**src/rtl/arm_pkg.sv**
```systemverilog
// rtl/arm_pkg.sv - shared ARM-subset constants and instruction ROM image helper
package arm_pkg;

    localparam int          WORD_W   = 32;
    localparam logic [31:0] NOP_INST = 32'h0000_0000;
    localparam logic [3:0]  COND_AL  = 4'b1110;

    localparam logic [3:0] OPC_AND = 4'b0000;
    localparam logic [3:0] OPC_SUB = 4'b0010;
    localparam logic [3:0] OPC_ADD = 4'b0100;
    localparam logic [3:0] OPC_MOV = 4'b1101;

    // ROM word i: ADD r(i+1), r(i), #i  (data-processing, immediate form)
    function automatic logic [WORD_W-1:0] rom_word(input int unsigned i);
        return {COND_AL, 2'b00, 1'b1, OPC_ADD, 1'b0, 4'(i), 4'(i + 1), 12'(i)};
    endfunction

endpackage

```
**src/rtl/if_stage_if.sv**
```systemverilog
// rtl/if_stage_if.sv - control inputs and IF/ID outputs of the fetch stage
interface if_stage_if;
    import arm_pkg::*;

    logic              freeze;
    logic              branch_taken;
    logic [WORD_W-1:0] branch_addr;
    logic [WORD_W-1:0] if_pc;
    logic [WORD_W-1:0] id_pc;
    logic [WORD_W-1:0] id_inst;
    logic              id_valid;

    modport master (
        output freeze, branch_taken, branch_addr,
        input  if_pc, id_pc, id_inst, id_valid
    );

    modport slave (
        input  freeze, branch_taken, branch_addr,
        output if_pc, id_pc, id_inst, id_valid
    );

endinterface

```
**src/rtl/if_id_reg.sv**
```systemverilog
// rtl/if_id_reg.sv - IF/ID pipeline boundary register with reset, flush and freeze
module if_id_reg
    import arm_pkg::*;
#(
    parameter logic [31:0] NOP_INST = arm_pkg::NOP_INST
) (
    input  logic              clk,
    input  logic              rst,
    input  logic              flush,
    input  logic              freeze,
    input  logic [WORD_W-1:0] pc_plus4,
    input  logic [WORD_W-1:0] inst,
    output logic [WORD_W-1:0] id_pc,
    output logic [WORD_W-1:0] id_inst,
    output logic              id_valid
);

    always_ff @(posedge clk) begin
        if (rst || flush) begin
            id_pc    <= '0;
            id_inst  <= NOP_INST;
            id_valid <= 1'b0;
        end else if (!freeze) begin
            id_pc    <= pc_plus4;
            id_inst  <= inst;
            id_valid <= 1'b1;
        end
    end

endmodule

```
**src/rtl/instruction_rom.sv**
```systemverilog
// rtl/instruction_rom.sv - combinational word-indexed instruction ROM
module instruction_rom
    import arm_pkg::*;
#(
    parameter int          MEM_DEPTH = 32,
    parameter logic [31:0] NOP_INST  = arm_pkg::NOP_INST
) (
    input  logic [29:0]       word_idx,
    output logic [WORD_W-1:0] inst
);

    localparam int AW = (MEM_DEPTH > 1) ? $clog2(MEM_DEPTH) : 1;

    logic [WORD_W-1:0] rom [MEM_DEPTH];

    for (genvar g = 0; g < MEM_DEPTH; g++) begin : g_rom
        assign rom[g] = rom_word(g);
    end

    assign inst = ({2'b00, word_idx} < 32'(MEM_DEPTH)) ? rom[word_idx[AW-1:0]] : NOP_INST;

endmodule

```
**src/rtl/if_stage.sv**
```systemverilog
// rtl/if_stage.sv - instruction fetch stage: PC register, ROM read, IF/ID register
module if_stage
    import arm_pkg::*;
#(
    parameter logic [31:0] RESET_PC  = 32'h0000_0000,
    parameter int          MEM_DEPTH = 32,
    parameter logic [31:0] NOP_INST  = arm_pkg::NOP_INST
) (
    input logic        clk,
    input logic        rst,
    if_stage_if.slave  bus
);

    logic [WORD_W-1:0] pc;
    logic [WORD_W-1:0] pc_plus4;
    logic [WORD_W-1:0] inst;

    assign pc_plus4 = pc + 32'd4;
    assign bus.if_pc = pc;

    // Branch wins over freeze so the redirect is never lost behind a stall.
    always_ff @(posedge clk) begin
        if (rst) begin
            pc <= RESET_PC;
        end else if (bus.branch_taken) begin
            pc <= bus.branch_addr & 32'hFFFF_FFFC;
        end else if (!bus.freeze) begin
            pc <= pc_plus4;
        end
    end

    instruction_rom #(
        .MEM_DEPTH (MEM_DEPTH),
        .NOP_INST  (NOP_INST)
    ) u_rom (
        .word_idx (pc[31:2]),
        .inst     (inst)
    );

    if_id_reg #(
        .NOP_INST (NOP_INST)
    ) u_if_id (
        .clk      (clk),
        .rst      (rst),
        .flush    (bus.branch_taken),
        .freeze   (bus.freeze),
        .pc_plus4 (pc_plus4),
        .inst     (inst),
        .id_pc    (bus.id_pc),
        .id_inst  (bus.id_inst),
        .id_valid (bus.id_valid)
    );

endmodule
```
**src/flat_wrapper.sv**
```systemverilog
// flat-port wrapper written by rule: the top's interface ports become plain ports
module if_stage_flat import arm_pkg::*;
#(
    parameter logic [31:0] RESET_PC  = 32'h0000_0000,
    parameter int          MEM_DEPTH = 32,
    parameter logic [31:0] NOP_INST  = arm_pkg::NOP_INST
)
  (clk, rst, bus_freeze, bus_branch_taken, bus_branch_addr, bus_if_pc, bus_id_pc, bus_id_inst, bus_id_valid);
  if_stage_if bus_i ();
  input logic clk;
  input logic rst;
  input wire logic [$bits(bus_i.freeze)-1:0] bus_freeze;
  input wire logic [$bits(bus_i.branch_taken)-1:0] bus_branch_taken;
  input wire logic [$bits(bus_i.branch_addr)-1:0] bus_branch_addr;
  output wire logic [$bits(bus_i.if_pc)-1:0] bus_if_pc;
  output wire logic [$bits(bus_i.id_pc)-1:0] bus_id_pc;
  output wire logic [$bits(bus_i.id_inst)-1:0] bus_id_inst;
  output wire logic [$bits(bus_i.id_valid)-1:0] bus_id_valid;
  assign bus_i.freeze = bus_freeze;
  assign bus_i.branch_taken = bus_branch_taken;
  assign bus_i.branch_addr = bus_branch_addr;
  assign bus_if_pc = bus_i.if_pc;
  assign bus_id_pc = bus_i.id_pc;
  assign bus_id_inst = bus_i.id_inst;
  assign bus_id_valid = bus_i.id_valid;
  if_stage #(.RESET_PC(RESET_PC), .MEM_DEPTH(MEM_DEPTH), .NOP_INST(NOP_INST)) u_core (.clk(clk), .rst(rst), .bus(bus_i));
endmodule
```
**config.mk**
```make
export PLATFORM = sky130hd
export DESIGN_NAME = if_stage_flat
export DESIGN_NICKNAME = d
export VERILOG_FILES = /design/src/rtl/arm_pkg.sv /design/src/rtl/if_stage_if.sv /design/src/rtl/if_id_reg.sv /design/src/rtl/instruction_rom.sv /design/src/rtl/if_stage.sv /design/src/flat_wrapper.sv
export SDC_FILE = /design/constraint.sdc
export NUM_CORES = 1
export LEC_CHECK = 0
export ABC_AREA = 1
export CAP_MARGIN = 15
export CORE_ASPECT_RATIO = 0.75
export CORE_MARGIN = 1.5
export CORE_UTILIZATION = 43
export CTS_CLUSTER_SIZE = 8
export DETAILED_ROUTE_END_ITERATION = 10
export DONT_BUFFER_PORTS = 1
export GPL_ROUTABILITY_DRIVEN = 0
export PLACE_DENSITY_LB_ADDON = 0.3
export SLEW_MARGIN = 20
export SYNTH_ARGS = -nofsm -noshare
export SYNTH_HDL_FRONTEND = slang
export SYNTH_SLANG_ARGS = --single-unit
```
**constraint.sdc**
```tcl
create_clock -name clk -period 3.4 [get_ports clk]
set_input_delay 0.34 -clock clk [delete_from_list [all_inputs] [get_ports clk]]
set_output_delay 0.34 -clock clk [all_outputs]
set_load 0.02 [all_outputs]
```
==> summary.md <==
| Metric | Value |
|---|---|
| Avg Inst Size Synth | `6.46 µm²` |
| Root Buffer | `clkbuf_16` |
| Library cells used by synthesis | `23` |
| Nets | `603` |
| Top cell type's share of synthesized area | `0.379` |
| Post-CTS resize count | `0` |
| Fillers | `917` |
| Fin. max-slew vios | `0` |
| Startpoint types | `flop` |
| Final period util | `0.570` |
| I/O pin count | `roughly 130` |
| Vias in the first global route | `3222` |
| CTS Hold Buffers Added | `0` |
| Core Area | `0.00845 mm²` |
| DR pass1 iterations | `5` |
| Worst EP required | `3.60 ns` |
| Largest net degree at the start of global routing | `54` |
| RSZ-0062 raised after global routing | `no` |
| Yosys warns | `0` |
| Clk pwr share | `0.445` |
| Peak supply drop | `a little over 0.3 mV` |
| Yosys reg bits | `71` |
| Post-DRT Antenna Nets | `0` |
| Sw power | `between 0.5 and 0.6 mW` |
| Die W | `111 µm` |
| Actual slew at the worst max-slew pin | `1.01 ns` |
| Layout cell share with drive strength beyond 1 | `0.0668` |
| Sequential share of power | `0.479` |
| Residual DRC | `0` |
| Global-route wire length before repair | `16.9 mm` |
| Cell Pwr Density | `503 mW/mm²` |
| Via count | `~3600` |
| P_leak | `1.79 nW` |
| Switch share | `0.278` |
| Final Hold Vio Count | `0` |
| Max-Cap Viols | `0` |
| CTS tree | `done` |
| Post-Synthesis Cells | `580` |
| Critical path class | `reg -> reg` |
| Arr. time, crit path | `2.14 ns` |
| Deepest clock path buffer count | `2` |
| Hold-critical path depth | `2` |
| Status | `finished, final reports clean` |
| Die height | `around 84 µm` |
| Tmin final | `1.94 ns` |
| Antenna violations before repair | `0` |
| Ys async rst share | `0` |
| Multi-input gate area | `0.00195 mm²` |
| Leading cell type by number of instances after synthesis | `nand2_1` |
| Commonest cells in the netlist | `nand2_1 (212), dfxtp_1 (71), nand3_1 (68), nor2_1 (47), o21ai_0 (38)` |
| Fin Setup TNS | `0 ns` |
| 1st-iter DRT viols | `282` |
| CTS sink cnt | `71` |
| Gr usage total | `0.232` |
| Final Setup Violations | `0` |
| P&R area growth vs syn | `5.38%` |
| Placement Setup Slack | `1.34 ns` |
| H-tree lvl count | `3` |
| WHS | `0.142 ns` |
| Comb power frac | `0.076` |
| Pint | `1.43 mW` |
| FP Rows | `29` |
| DIE AREA | `~0.0093 mm²` |
| Post-synth top area cell | `dfxtp_1` |
| Vias per Instance | `5.37` |
| Worst Slack Setup Final | `1.46 ns` |
| Post-CTS setup buffer count | `0` |
| Fmax | `516 MHz` |
| Ys flop type | `dfxtp_1` |
| Dpl hpwl | `roughly 7.6 mm` |
| Synth Cell Area | `between 0.003 and 0.004 mm²` |
| Total congestion overflow | `0` |
| Hold crit path type | `in -> reg` |
| Crit end category | `flop` |
| Antenna cells | `0` |
| FF/Latch Area | `0.00142 mm²` |
| Initial Utilization | `0.443` |
| Clk_skew | `0.00773 ns` |
| Worst-case reg-to-reg path depth | `8` |
| Number of flops mapped to enable cells by yosys | `0` |
| Cts bufs inserted | `9` |
| Buffers added on ports | `0` |
| Max FO, Critical Path | `6` |
| CTS clk-pin slew, worst paths | `0.06 ns` |
| Routed WL | `10.7 mm` |
| Synth top area cells | `dfxtp_1 (38%), nand2_1 (21%), nand3_1 (9.1%)` |
| Sequential fraction of the synthesis area | `0.379` |
| Skew-Pair Late Insertion Delay | `0.33 ns` |
| Rel. slew slack | `0.326` |
| Drt wl/cell | `roughly 16 µm` |
cells in the final DEF (no fill, tap or decap):
master      instances
nor2_4              6
and2_1              1
clkbuf_16           9
nor2_2              6
a22o_1              2
nand4_1             9
o21ai_0            38
ha_1                3
clkinv_1            1
clkbuf_1            2
inv_1              37
o21ai_1             2
inv_2               5
clkinv_2            2
a21oi_1            18
clkbuf_8            2
nor2_1             47
nand3_1            68
dfxtp_1            71
nand2_1           212
conb_1             18
o211ai_1            2
nand2_2             7
clkinvlp_4          1
stage by stage:
stage	std cells	total power [mW]	instance area, µm²	utilization
after CTS	677	1.99	3950	0.467
final	677	1.99	3950	0.467
after global routing	677	2.06	3950	0.467
after floorplan	597	1.10	3810	-
after detailed placement	661	1.12	3670	0.434
after global placement	661	1.11	3670	0.434
path summary, 6_finish.rpt:
path | slack, ns | end | startpoint
setup / recovery | 1.46 | u_core.u_if_id.id_pc[12] | u_core.bus.if_pc[2]
setup reg to reg | 1.46 | u_core.u_if_id.id_pc[12] | u_core.bus.if_pc[2]
hold / removal | 0.14 | u_core.u_if_id.id_inst[16] | bus_freeze
hold reg to reg | 0.56 | u_core.u_if_id.id_inst[12] | u_core.u_if_id.id_inst[12]
flip-flops by register name (all words and copies together) (netlist names):
signal	flops
u_core.u_if_id.id_valid	1
u_core.u_if_id.id_pc	30
u_core.u_if_id.id_inst	10
u_core.bus.if_pc	30
critical path, stage by stage, from the launching register on:
cell     delay (ns)
dfxtp_1        0.57
ha_1           0.29
nand2_2        0.09
nor2_4         0.16
nand2_2        0.15
nor2_4         0.20
a21oi_1        0.09
o21ai_0        0.17
nand2_1        0.09
layout make-up:
class / instances / share of cell area
Multi-Input combinational cell: 439 / 0.494
Sequential cell: 71 / 0.360
Clock buffer: 13 / 0.0659
Inverter: 43 / 0.0409
Tap cell: 108 / 0.0342
Clock inverter: 3 / 0.00444
metal layers:
layer | vias up | wire length, µm | global-route usage
met3 | 13 | 1040 | 0.0675
met4 | 0 | 139 | 0.0688
met2 | 159 | 4660 | 0.346
li1 | 1781 | - | -
met1 | 1681 | 4890 | 0.325
met5 | - | 0 | 0
power groups by stage:
stage               sequential, mW  combinational (mW)  clock, mW
floorplan                    0.949               0.148          0
global placement             0.967               0.146          0
detailed placement           0.968               0.149          0
CTS                          0.950               0.150      0.893
global route                 0.956               0.171      0.935
finish                       0.951               0.150      0.884
cells by family after synthesis:
| group | after synthesis | synth area share |
|---|---|---|
| compound gates | 62 | 0.0862 |
| fa+ha+maj | 3 | 0.0100 |
| buf+inv | 87 | 0.117 |
| flops | 71 | 0.379 |
| other cells | 1 | 0.00100 |
| simple gates | 356 | 0.407 |
(Power assumes the default switching activity.)
